===== src/rtl/mem_read_arbiter.sv =====
`default_nettype none
// ============================================================================
// Module   : mem_read_arbiter
// Purpose  : Shares one AXI read port between i-cache and d-cache refills.
//            The grant is held for the whole burst and RVALID is steered to
//            the owner. D-cache refills wait for its outstanding flush writes.
//            Optional macro MEM_ARB_ROUND_ROBIN_EN: tie-break on last owner.
// Revision : 1.0 - initial release
// ============================================================================
module mem_read_arbiter #(
  parameter int ADDR_WIDTH = 26,
  parameter int LEN_WIDTH  = 4,
  parameter int MAX_WR_OUT = 2
) (
  input  logic                  clk,
  input  logic                  rst,
  input  logic                  i_arvalid,
  input  logic [ADDR_WIDTH-1:0] i_araddr,
  input  logic [LEN_WIDTH-1:0]  i_arlen,
  output logic                  i_arready,
  output logic                  i_rvalid,
  input  logic                  d_arvalid,
  input  logic [ADDR_WIDTH-1:0] d_araddr,
  input  logic [LEN_WIDTH-1:0]  d_arlen,
  output logic                  d_arready,
  output logic                  d_rvalid,
  output logic                  m_arvalid,
  output logic [ADDR_WIDTH-1:0] m_araddr,
  output logic [LEN_WIDTH-1:0]  m_arlen,
  output logic [3:0]            m_arid,
  input  logic                  m_arready,
  input  logic                  m_rvalid,
  input  logic                  aw_fire,
  input  logic                  b_fire
);

  localparam int c_WR_WIDTH = $clog2(MAX_WR_OUT + 1);
  localparam logic [c_WR_WIDTH-1:0] c_WR_MAX = c_WR_WIDTH'(MAX_WR_OUT);

  typedef enum logic [1:0] {
    S_IDLE = 2'd0,
    S_ADDR = 2'd1,
    S_DATA = 2'd2
  } state_t;

  state_t                  r_state;
  state_t                  w_next;
  logic [ADDR_WIDTH-1:0]   r_addr;
  logic [LEN_WIDTH-1:0]    r_len;
  logic                    r_owner_d;
  logic                    r_last_d;
  logic [LEN_WIDTH-1:0]    r_beat_cnt;
  logic [c_WR_WIDTH-1:0]   r_wr_out;
  logic                    w_i_elig;
  logic                    w_d_elig;
  logic                    w_pick_d;
  logic                    w_grant;

  assign w_i_elig = i_arvalid;
  assign w_d_elig = d_arvalid & (r_wr_out == '0);

`ifdef MEM_ARB_ROUND_ROBIN_EN
  // On a tie the requester that did not own the previous burst wins.
  assign w_pick_d = w_d_elig & (~w_i_elig | ~r_last_d);
`else
  assign w_pick_d = w_d_elig;
`endif

  assign m_araddr = r_addr;
  assign m_arlen  = r_len;
  assign m_arid   = {3'b000, r_owner_d};

  always_comb begin
    w_next    = r_state;
    w_grant   = 1'b0;
    m_arvalid = 1'b0;
    i_arready = 1'b0;
    d_arready = 1'b0;
    i_rvalid  = 1'b0;
    d_rvalid  = 1'b0;
    case (r_state)
      S_IDLE: begin
        if (w_i_elig | w_d_elig) begin
          w_grant = 1'b1;
          w_next  = S_ADDR;
        end
      end
      S_ADDR: begin
        m_arvalid = 1'b1;
        if (m_arready) begin
          i_arready = ~r_owner_d;
          d_arready = r_owner_d;
          w_next    = S_DATA;
        end
      end
      S_DATA: begin
        i_rvalid = m_rvalid & ~r_owner_d;
        d_rvalid = m_rvalid & r_owner_d;
        if (m_rvalid && (r_beat_cnt <= LEN_WIDTH'(1))) begin
          w_next = S_IDLE;
        end
      end
      default: w_next = S_IDLE;
    endcase
  end

  always_ff @(posedge clk) begin
    if (rst) begin
      r_state    <= S_IDLE;
      r_addr     <= '0;
      r_len      <= '0;
      r_owner_d  <= 1'b0;
      r_last_d   <= 1'b0;
      r_beat_cnt <= '0;
    end else begin
      r_state <= w_next;
      if (w_grant) begin
        r_owner_d <= w_pick_d;
        r_last_d  <= w_pick_d;
        r_addr    <= w_pick_d ? d_araddr : i_araddr;
        r_len     <= w_pick_d ? d_arlen : i_arlen;
      end
      // A zero length is treated as a single beat.
      if ((r_state == S_ADDR) && m_arready) begin
        r_beat_cnt <= (r_len == '0) ? LEN_WIDTH'(1) : r_len;
      end else if ((r_state == S_DATA) && m_rvalid) begin
        r_beat_cnt <= r_beat_cnt - LEN_WIDTH'(1);
      end
    end
  end

  always_ff @(posedge clk) begin
    if (rst) begin
      r_wr_out <= '0;
    end else if (aw_fire && !b_fire && (r_wr_out != c_WR_MAX)) begin
      r_wr_out <= r_wr_out + c_WR_WIDTH'(1);
    end else if (b_fire && !aw_fire && (r_wr_out != '0)) begin
      r_wr_out <= r_wr_out - c_WR_WIDTH'(1);
    end
  end

  a_rvalid_only_in_data: assert property (
    @(posedge clk) disable iff (rst) m_rvalid |-> (r_state == S_DATA)
  );

endmodule
`default_nettype wire

===== config.mk =====
export PLATFORM = sky130hd
export DESIGN_NAME = mem_read_arbiter
export DESIGN_NICKNAME = d
export VERILOG_FILES = /design/src/rtl/mem_read_arbiter.sv
export SDC_FILE = /design/constraint.sdc
export NUM_CORES = 1
export LEC_CHECK = 0
export CORE_ASPECT_RATIO = 0.75
export CORE_MARGIN = 1
export CORE_UTILIZATION = 30
export DETAILED_ROUTE_END_ITERATION = 10
export HOLD_SLACK_MARGIN = 0.15
export PLACE_DENSITY = 0.64
export SLEW_MARGIN = 10
export SYNTH_ARGS = -nofsm -noshare
export SYNTH_HDL_FRONTEND = slang
export SYNTH_SLANG_ARGS = --single-unit

===== constraint.sdc =====
create_clock -name clk -period 1.6 [get_ports clk]
set_input_delay 0.48 -clock clk [delete_from_list [all_inputs] [get_ports clk]]
set_output_delay 0.48 -clock clk [all_outputs]
set_load 0.1 [all_outputs]

## After elaboration in Yosys (flattened, before gate mapping)

Index checks and enable logic that the tools add are counted.

- Add/sub/neg operators: 3
- Multiply operators: 0
- Div/mod/pow operators: 0
- Order comparisons: 1
- Equal/unequal tests: 6
- Shift-type cells: 0
- Muxes and demuxes: 20
- Bitwise operators: 5
- Reduce and logical (&&, ||, !) cells: 16

Operator list:

| kind | number |
|---|---|
| 26-bit two-way mux | 1 |
| 4-bit two-way mux | 4 |
| 2-bit two-way mux | 5 |
| 1-bit two-way mux | 9 |
| 2-bit inequality test, second input constant | 4 |
| 1-bit logical AND | 7 |
| 2-bit case mux with 3 select lines | 1 |
| 2-bit nonzero test | 3 |
| 4-bit by 1-bit <= comparator with 1-bit output, second input constant | 1 |
| 2-bit zero test | 2 |
| 4-bit zero test | 1 |
| 4-bit by 1-bit subtractor with 4-bit output, second input constant | 1 |
| 1-bit bitwise AND | 3 |
| 3-bit AND reduction | 1 |
| 2-bit by 1-bit adder with 2-bit output, second input constant | 1 |
| 2-bit by 1-bit == test with 1-bit output, second input constant | 1 |
| 2-bit == test, second input constant | 1 |
| 1-bit zero test | 2 |
| 2-bit by 1-bit subtractor with 2-bit output, second input constant | 1 |
| 1-bit inverter | 1 |
| 1-bit bitwise OR | 1 |

- Register bits: 39
- Latch bits: 0
- Memory bits (writable): 0
- ROM bits: 0
- Input port bits: 68
- Output and inout bits: 39
- Logic and storage cells: 57
- Memories: 0

## Depth between registers and ports, before layout

Gate-level depths: netlist (run 1).

- Word-level depth: 5
- Depth in mapped cells: 5
- Mapped depth without buffers: 5

## Least setup slack after synthesis (run 1)

No wires, ideal clock.

- Path kind: input to output
- From: input port m_arready
- To: output port d_arready
- Arrival: 1.938 ns
- Setup slack: -0.818 ns
- Stages on the path: 2
- Buffers on the path: 0
- Cell sequence: nand3b_1 nor2_1

- Longest elaborated chain between the ends: 2

Ends and longest elaborated chain:

| item | line | text |
|---|---|---|
| start: declaration | 31 | `input logic m_arready,` |
| 1-bit two-way mux | 90 | `if (m_arready) begin` |
| 1-bit two-way mux | 81 | `case (r_state)` |
| end: declaration | 25 | `output logic d_arready,` |

Every way passes these cells.

## Final worst setup path (run 1)

- From: register r_state[1]
- To: output port d_arready

- Longest elaborated chain between the ends: 2

Ends and longest elaborated chain:

| item | line | text |
|---|---|---|
| start: declaration | 46 | `state_t r_state;` |
| start signal: assignment | 116 | `r_state <= w_next;` |
| 2-bit by 1-bit == test with 1-bit output | 81 |  |
| 1-bit two-way mux | 81 |  |

Every way passes these cells.

==> impl_metrics.env, run 1 <==
export IMPL_status="complete, but fails checks"
export IMPL_failed_checks="setup timing"
export IMPL_drv_slew=0
export IMPL_crit_path_end_kind="output pin"
export IMPL_synth_common_cells="dfxtp_1 (39), inv_1 (36), nand2b_1 (32)"
export IMPL_port_buffer_count=103
export IMPL_place_hpwl_mm=4.612
export IMPL_rrSetupSlack_ns=0.10
export IMPL_final_cells=457
export IMPL_grt_first_pass_wirelength_mm=10.26
export IMPL_row_count=27
export IMPL_vias_per_cell=4.514
export IMPL_ios=107
export IMPL_final_hold_viol_count=0
export IMPL_arrival_ns=1.25
export IMPL_overflow=0
export IMPL_dieArea_um2=8156
export IMPL_cts_hold_buf=0
export IMPL_synth_top_area_cell="dfxtp_1"
export IMPL_drt_antenna_violating_nets=0
export IMPL_synth_edf_count=0
export IMPL_dr_wl_met3_um=368
export IMPL_muxShareOfSynthArea_pct=13.27
export IMPL_h_tree_depth=2
export IMPL_clk_latency_ns=0.30
export IMPL_maxCapViolCount=0
export IMPL_drc=0
export IMPL_die_h_um=78.46
export IMPL_setup_tns_ns=-0.3317
export IMPL_crit_chain="nand3b_1 > nor2_4 > buf_12"
export IMPL_switching_share_pct=43.23
export IMPL_synth_compound_area_share_pct=24.45
export IMPL_path_clk_slew_ns=0.07
export IMPL_timing_final_ws_setup_ns=-0.1276
export IMPL_final_nets=425
export IMPL_final_min_clock_period_ns=1.728
export IMPL_clock_power_share_pct=16.5
export IMPL_vias=2063
export IMPL_fin_util_pct=56.75
export IMPL_cts_tree="built"
export IMPL_syn_to_final_growth_pct=80.36
export IMPL_cts_buffer_depth=2
export IMPL_synth_top_area_share_pct=33.39
export IMPL_totalWireLength_mm=6.396
export IMPL_wl_per_cell_um=14.00
export IMPL_required_ns=1.12
export IMPL_cts_made_buffers=5
export IMPL_slowest_delay_ns=0.32
export IMPL_peakVddDrop_v=0.0005217
export IMPL_setup_viol=5
export IMPL_drive_gt1_share_pct=33.43
export IMPL_drt_first_pass_iters=4
export IMPL_worst_path_max_delay_cell="dfxtp_2"
export IMPL_wl_met1_mm=3.165
export IMPL_clockRootBuffer="clkbuf_8"
export IMPL_seqPwrFrac_pct=30.0
export IMPL_place_gp_congestion=0.8228
export IMPL_synthSimpleGateAreaFrac_pct=15.14
export IMPL_synth_avg_cell_area_um2=9.909
export IMPL_powerDensity_nw_per_um2=959.8
export IMPL_grt_antenna_before_repair=0
export IMPL_synth_area_leaders="dfxtp_1 (33%), a221oi_2 (19%), mux2i_1 (13%), nand2b_1 (8.6%), inv_1 (5.8%)"
export IMPL_worstHoldPathType="in -> reg"
export IMPL_synth_cell_area_um2=2338
export IMPL_grt_max_degree=33
export IMPL_seq_area_frac_synth_pct=33.39
export IMPL_finClkSkew_ns=0.01579
export IMPL_holdWs_ns=0.4206
export IMPL_initial_core_util_pct=31.46
export IMPL_routed_top_layer="met4"
export IMPL_path_max_fanout=3
export IMPL_post_route_period_util_pct=108.0
export IMPL_cts_sinks=39
export IMPL_drt_first_iter_violations=82
export IMPL_grt_pass1_vias=2079
export IMPL_synth_xor_area_share_pct=0.3745
export IMPL_ys_warnings_count=0
export IMPL_worst_setup_path_type="reg -> out"
export IMPL_power_switching_mw=1.750
export IMPL_synth_top_family_by_area="compound AO/OA/AOI/OAI gates"
export IMPL_synthArstFlopShare_pct=0
export IMPL_ys_ff_latch=39
export IMPL_core_area_um2=7432
export IMPL_num_antenna_cells=0
export IMPL_synth_ff_type="dfxtp_1"
export IMPL_die_x_um=103.9
export IMPL_dp_cells=443
export IMPL_synthCells=236
export IMPL_p_int_mw=2.298
export IMPL_p_comb_share_pct=53.5
export IMPL_met2_length_mm=2.789
export IMPL_start_kind="register"
export IMPL_synth_fa_ha_area_share_pct=1.070
export IMPL_p_leak_nw=1.683
export IMPL_synth_most_common_cell="dfxtp_1"
export IMPL_ys_types=38
export IMPL_grt_setup_unrepaired="yes"
export IMPL_fmax_mhz=578.8
export IMPL_grt_usage_pct=15.92
-- registers in the layout (all words and copies together), names as in the netlist --
register / flops
m_araddr: 26
m_arlen: 4
r_beat_cnt: 4
r_owner_d: 1
r_state: 2
r_wr_out: 2
-- cells in the final DEF (no fill, tap or decap), types with 2 or more instances in the layout --
master / n
clkbuf_8: 5
buf_12: 42
nor2_4: 5
and3b_1: 2
conb_1: 3
mux2i_1: 29
buf_4: 17
a211oi_1: 2
inv_1: 36
a221oi_2: 30
nor2b_1: 2
clkdlybuf4s50_1: 63
buf_2: 2
dfxtp_2: 4
ha_1: 2
nand3_1: 3
a21oi_1: 4
a31oi_1: 2
nand2_1: 3
nand2b_1: 32
dfxtp_1: 35
buf_6: 3
nor3_1: 3
-- cell families (layout without fill, tap and decap cells) --
family / Yosys count / in the layout
and+or+nand+nor: 58 / 58
buffers and inverters: 57 / 175
AOI/OAI and AO/OA: 47 / 47
DFF: 39 / 39
muxes: 31 / 31
adders and majority gates: 2 / 2
other: 1 / 3
xor gates and xnor gates: 1 / 1
-- layer usage --
layer  vias up  GRT usage [%]
li1       1066              -
met1       928          20.69
met2        62          25.73
met3         7          4.568
met4         0          4.286
met5         -              0
-- cell type report --
cell class              instances  area, um^2
clock buffers                   6       72.57
clock inverters                 2       12.51
fillers                       659        3214
inverters                      36       135.1
multi-input cells             142        1363
flip-flops and latches         39       785.8
well taps                     101       126.4
repair buffers                131        1723
-- metrics by stage --
step | setup WS (ns) | area [um^2] | power [mW]
floorplan | -0.1499 | 2384 | 2.525
global placement | -0.4595 | 4006 | 3.335
detailed placement | -0.4618 | 4006 | 3.355
CTS | -0.1546 | 4199 | 4.075
global route | -0.1789 | 4218 | 4.217
finish | -0.1276 | 4218 | 4.048
-- worst max-delay path, delay by kind of cell (launching register included) --
kind,cells,cell delay (ns)
AND/OR/NAND/NOR,2,0.46
flip-flops,1,0.32
buffers and inverters,1,0.18
-- power by group through the flow --
stage	Sequential [mW]	Clock [mW]	Combinational [mW]
after detailed placement	1.23	0	2.12
final	1.21	0.669	2.17
after floorplan	1.88	0	0.644
after CTS	1.21	0.684	2.18
after global routing	1.23	0.734	2.26
after global placement	1.23	0	2.11
-- path summary, 6_finish.rpt --
check,to,from,depth (start not counted)
min,r_state[0],m_arready,2
min reg2reg,m_araddr[23],m_araddr[23],2
max,d_arready,r_state[1],3
max reg2reg,m_araddr[18],r_state[1],7
-- timing repair --
item | 4_1_cts | 5_1_grt
buffers inserted | 3 | 1
pin swaps | 4 | 3
cloned | 2 | 0
setup endpoints to repair | 37 | 8
resized for setup | 15 | 5
Note: power is estimated with default switching activity, not from simulation.
==> inputs of run 2 (changes only) <==
Settings changed: CORE_UTILIZATION 30 to 42, PLACE_DENSITY 0.64 to 0.83.
==> run 2 against run 1 <==
Against the previous run:
- the run still ends with setup timing left
- power down 0.68%
- count of clock-buffer cells in the layout down 1
- sequential power about the same
==> impl_metrics.env, run 2 (same netlist as run 1, synthesis figures left out) <==
export IMPL_status="complete, but fails checks"
export IMPL_failed_checks="setup timing"
export IMPL_cts_buffer_depth=2
export IMPL_met2_length_mm=3.128
export IMPL_path_clk_slew_ns=0.07
export IMPL_row_count=23
export IMPL_arrival_ns=1.25
export IMPL_grt_usage_pct=22.53
export IMPL_vias_per_cell=5.035
export IMPL_drt_first_pass_iters=4
export IMPL_n_fill_cell=344
export IMPL_final_cell_mix="clkdlybuf4s50_1 (63), buf_12 (41), inv_1 (36), dfxtp_1 (36), nand2b_1 (32)"
export IMPL_num_antenna_cells=0
export IMPL_vias=2185
export IMPL_drt_first_iter_violations=43
export IMPL_ios=107
export IMPL_initial_core_util_pct=43.69
export IMPL_drt_antenna_violating_nets=0
export IMPL_fmax_mhz=578.8
export IMPL_final_min_clock_period_ns=1.728
export IMPL_fin_util_pct=77.65
export IMPL_h_tree_depth=2
export IMPL_timing_final_ws_setup_ns=-0.1279
export IMPL_totalWireLength_mm=6.398
export IMPL_die_h_um=66.62
export IMPL_post_layout_total_power_mw=4.021
export IMPL_crit_path_end_kind="output pin"
export IMPL_syn_to_final_growth_pct=77.74
export IMPL_drv_slew=0
export IMPL_cts_sinks=39
export IMPL_place_hpwl_mm=4.719
export IMPL_grt_pass1_vias=2119
export IMPL_finClkSkew_ns=0.009129
export IMPL_worst_setup_path_type="reg -> out"
export IMPL_overflow=0
export IMPL_seqCellArea_um2=784.5
export IMPL_maxCapViolCount=0
export IMPL_grt_antenna_before_repair=0
export IMPL_worst_path_max_delay_cell="dfxtp_2"
export IMPL_path_max_fanout=3
export IMPL_powerDensity_nw_per_um2=967.4
export IMPL_place_gp_congestion=0.7057
export IMPL_p_leak_nw=1.691
export IMPL_largest_register_ff_count=26
export IMPL_cts_tree="built"
export IMPL_drive_gt1_share_pct=33.43
export IMPL_cts_made_buffers=5
export IMPL_final_common_cell="clkdlybuf4s50_1"
export IMPL_required_ns=1.12
export IMPL_final_hold_viol_count=0
export IMPL_setup_viol=5
export IMPL_crit_chain="nand3b_1 > nor2_4 > buf_12"
export IMPL_routed_top_layer="met4"
export IMPL_grt_setup_unrepaired="yes"
export IMPL_dieArea_um2=5873
export IMPL_post_route_period_util_pct=108.0
export IMPL_worstHoldPathType="in -> reg"
export IMPL_peakVddDrop_v=0.0006004
export IMPL_drc=0
export IMPL_core_area_um2=5353
export IMPL_dr_wl_met3_um=469
export IMPL_grt_max_degree=21
export IMPL_critical_path_top_delay_family="simple AND/OR/NAND/NOR gates"
export IMPL_die_x_um=88.16
export IMPL_wl_per_cell_um=14.74
export IMPL_multiInputGateArea_um2=1346
export IMPL_final_nets=428
export IMPL_port_buffer_count=103
export IMPL_grt_first_pass_wirelength_mm=10.06
export IMPL_wl_met1_mm=2.708
export IMPL_crit_buf_inv=1
export IMPL_slowest_delay_ns=0.32
export IMPL_clockRootBuffer="clkbuf_8"
export IMPL_start_kind="register"
export IMPL_clk_latency_ns=0.30
-- run 2: worst reg2reg max path, delay by kind of cell, from the launching register on --
kind                   cells  cell delay (ns)
AOI/OAI and AO/OA          2             0.22
and+or+nand+nor            1             0.13
buffers and inverters      4             0.76
DFF                        1             0.32
-- run 2: path summary, 6_finish.rpt --
| path | start | end | slack, ns | cells past startpoint |
|---|---|---|---|---|
| max | r_state[1] | i_arready | -0.13 | 3 |
| max reg2reg | r_state[1] | r_owner_d | 0.08 | 7 |
| min reg2reg | m_araddr[15] | m_araddr[15] | 0.50 | 2 |
| min | m_arready | r_state[0] | 0.43 | 2 |
-- run 2: cell type report --
cell class	instances	area share [%]
timing repair buffer	134	41.21
multi-input combinational	142	32.39
sequential	39	18.87
inverter	36	3.251
tap	75	2.258
clock buffer	5	1.656
clock inverter	3	0.3612
-- run 2: metal layers --
metal  global-route usage, %  vias up
met2                   39.62       82
met5                       0        -
li1                        -     1077
met4                   6.855        0
met3                   6.568        9
met1                   26.37     1017
-- run 2: repair_timing --
action,in CTS,in global routing
hold buffers,0,0
setup buffers,6,0
setup endpoints to repair,37,6
gates resized for setup,14,1
pin swaps,4,2
hold endpoints to repair,0,0
cloned,1,0
-- run 2: per-stage QoR --
stage | TNS, ns | cell area (um^2) | setup WS [ns] | hold WS, ns | cells
finish | -0.4006 | 4156 | -0.1279 | 0.4289 | 434
global placement | -13.36 | 3976 | -0.4465 | 0.4844 | 419
CTS | -0.3925 | 4155 | -0.1397 | 0.4079 | 434
floorplan | -0.4690 | 2384 | -0.1499 | 0.4667 | 238
detailed placement | -13.93 | 3976 | -0.4568 | 0.4874 | 419
global route | -0.5845 | 4156 | -0.1644 | 0.4235 | 434
-- run 2: power breakdown --
group          switching [mW]  leakage (nW)  internal (mW)  total [mW]
combinational            1.26          1.32          0.888        2.15
clock                   0.360        0.0477          0.299       0.659
sequential              0.126         0.324           1.09        1.21
total                    1.75          1.69           2.28        4.02
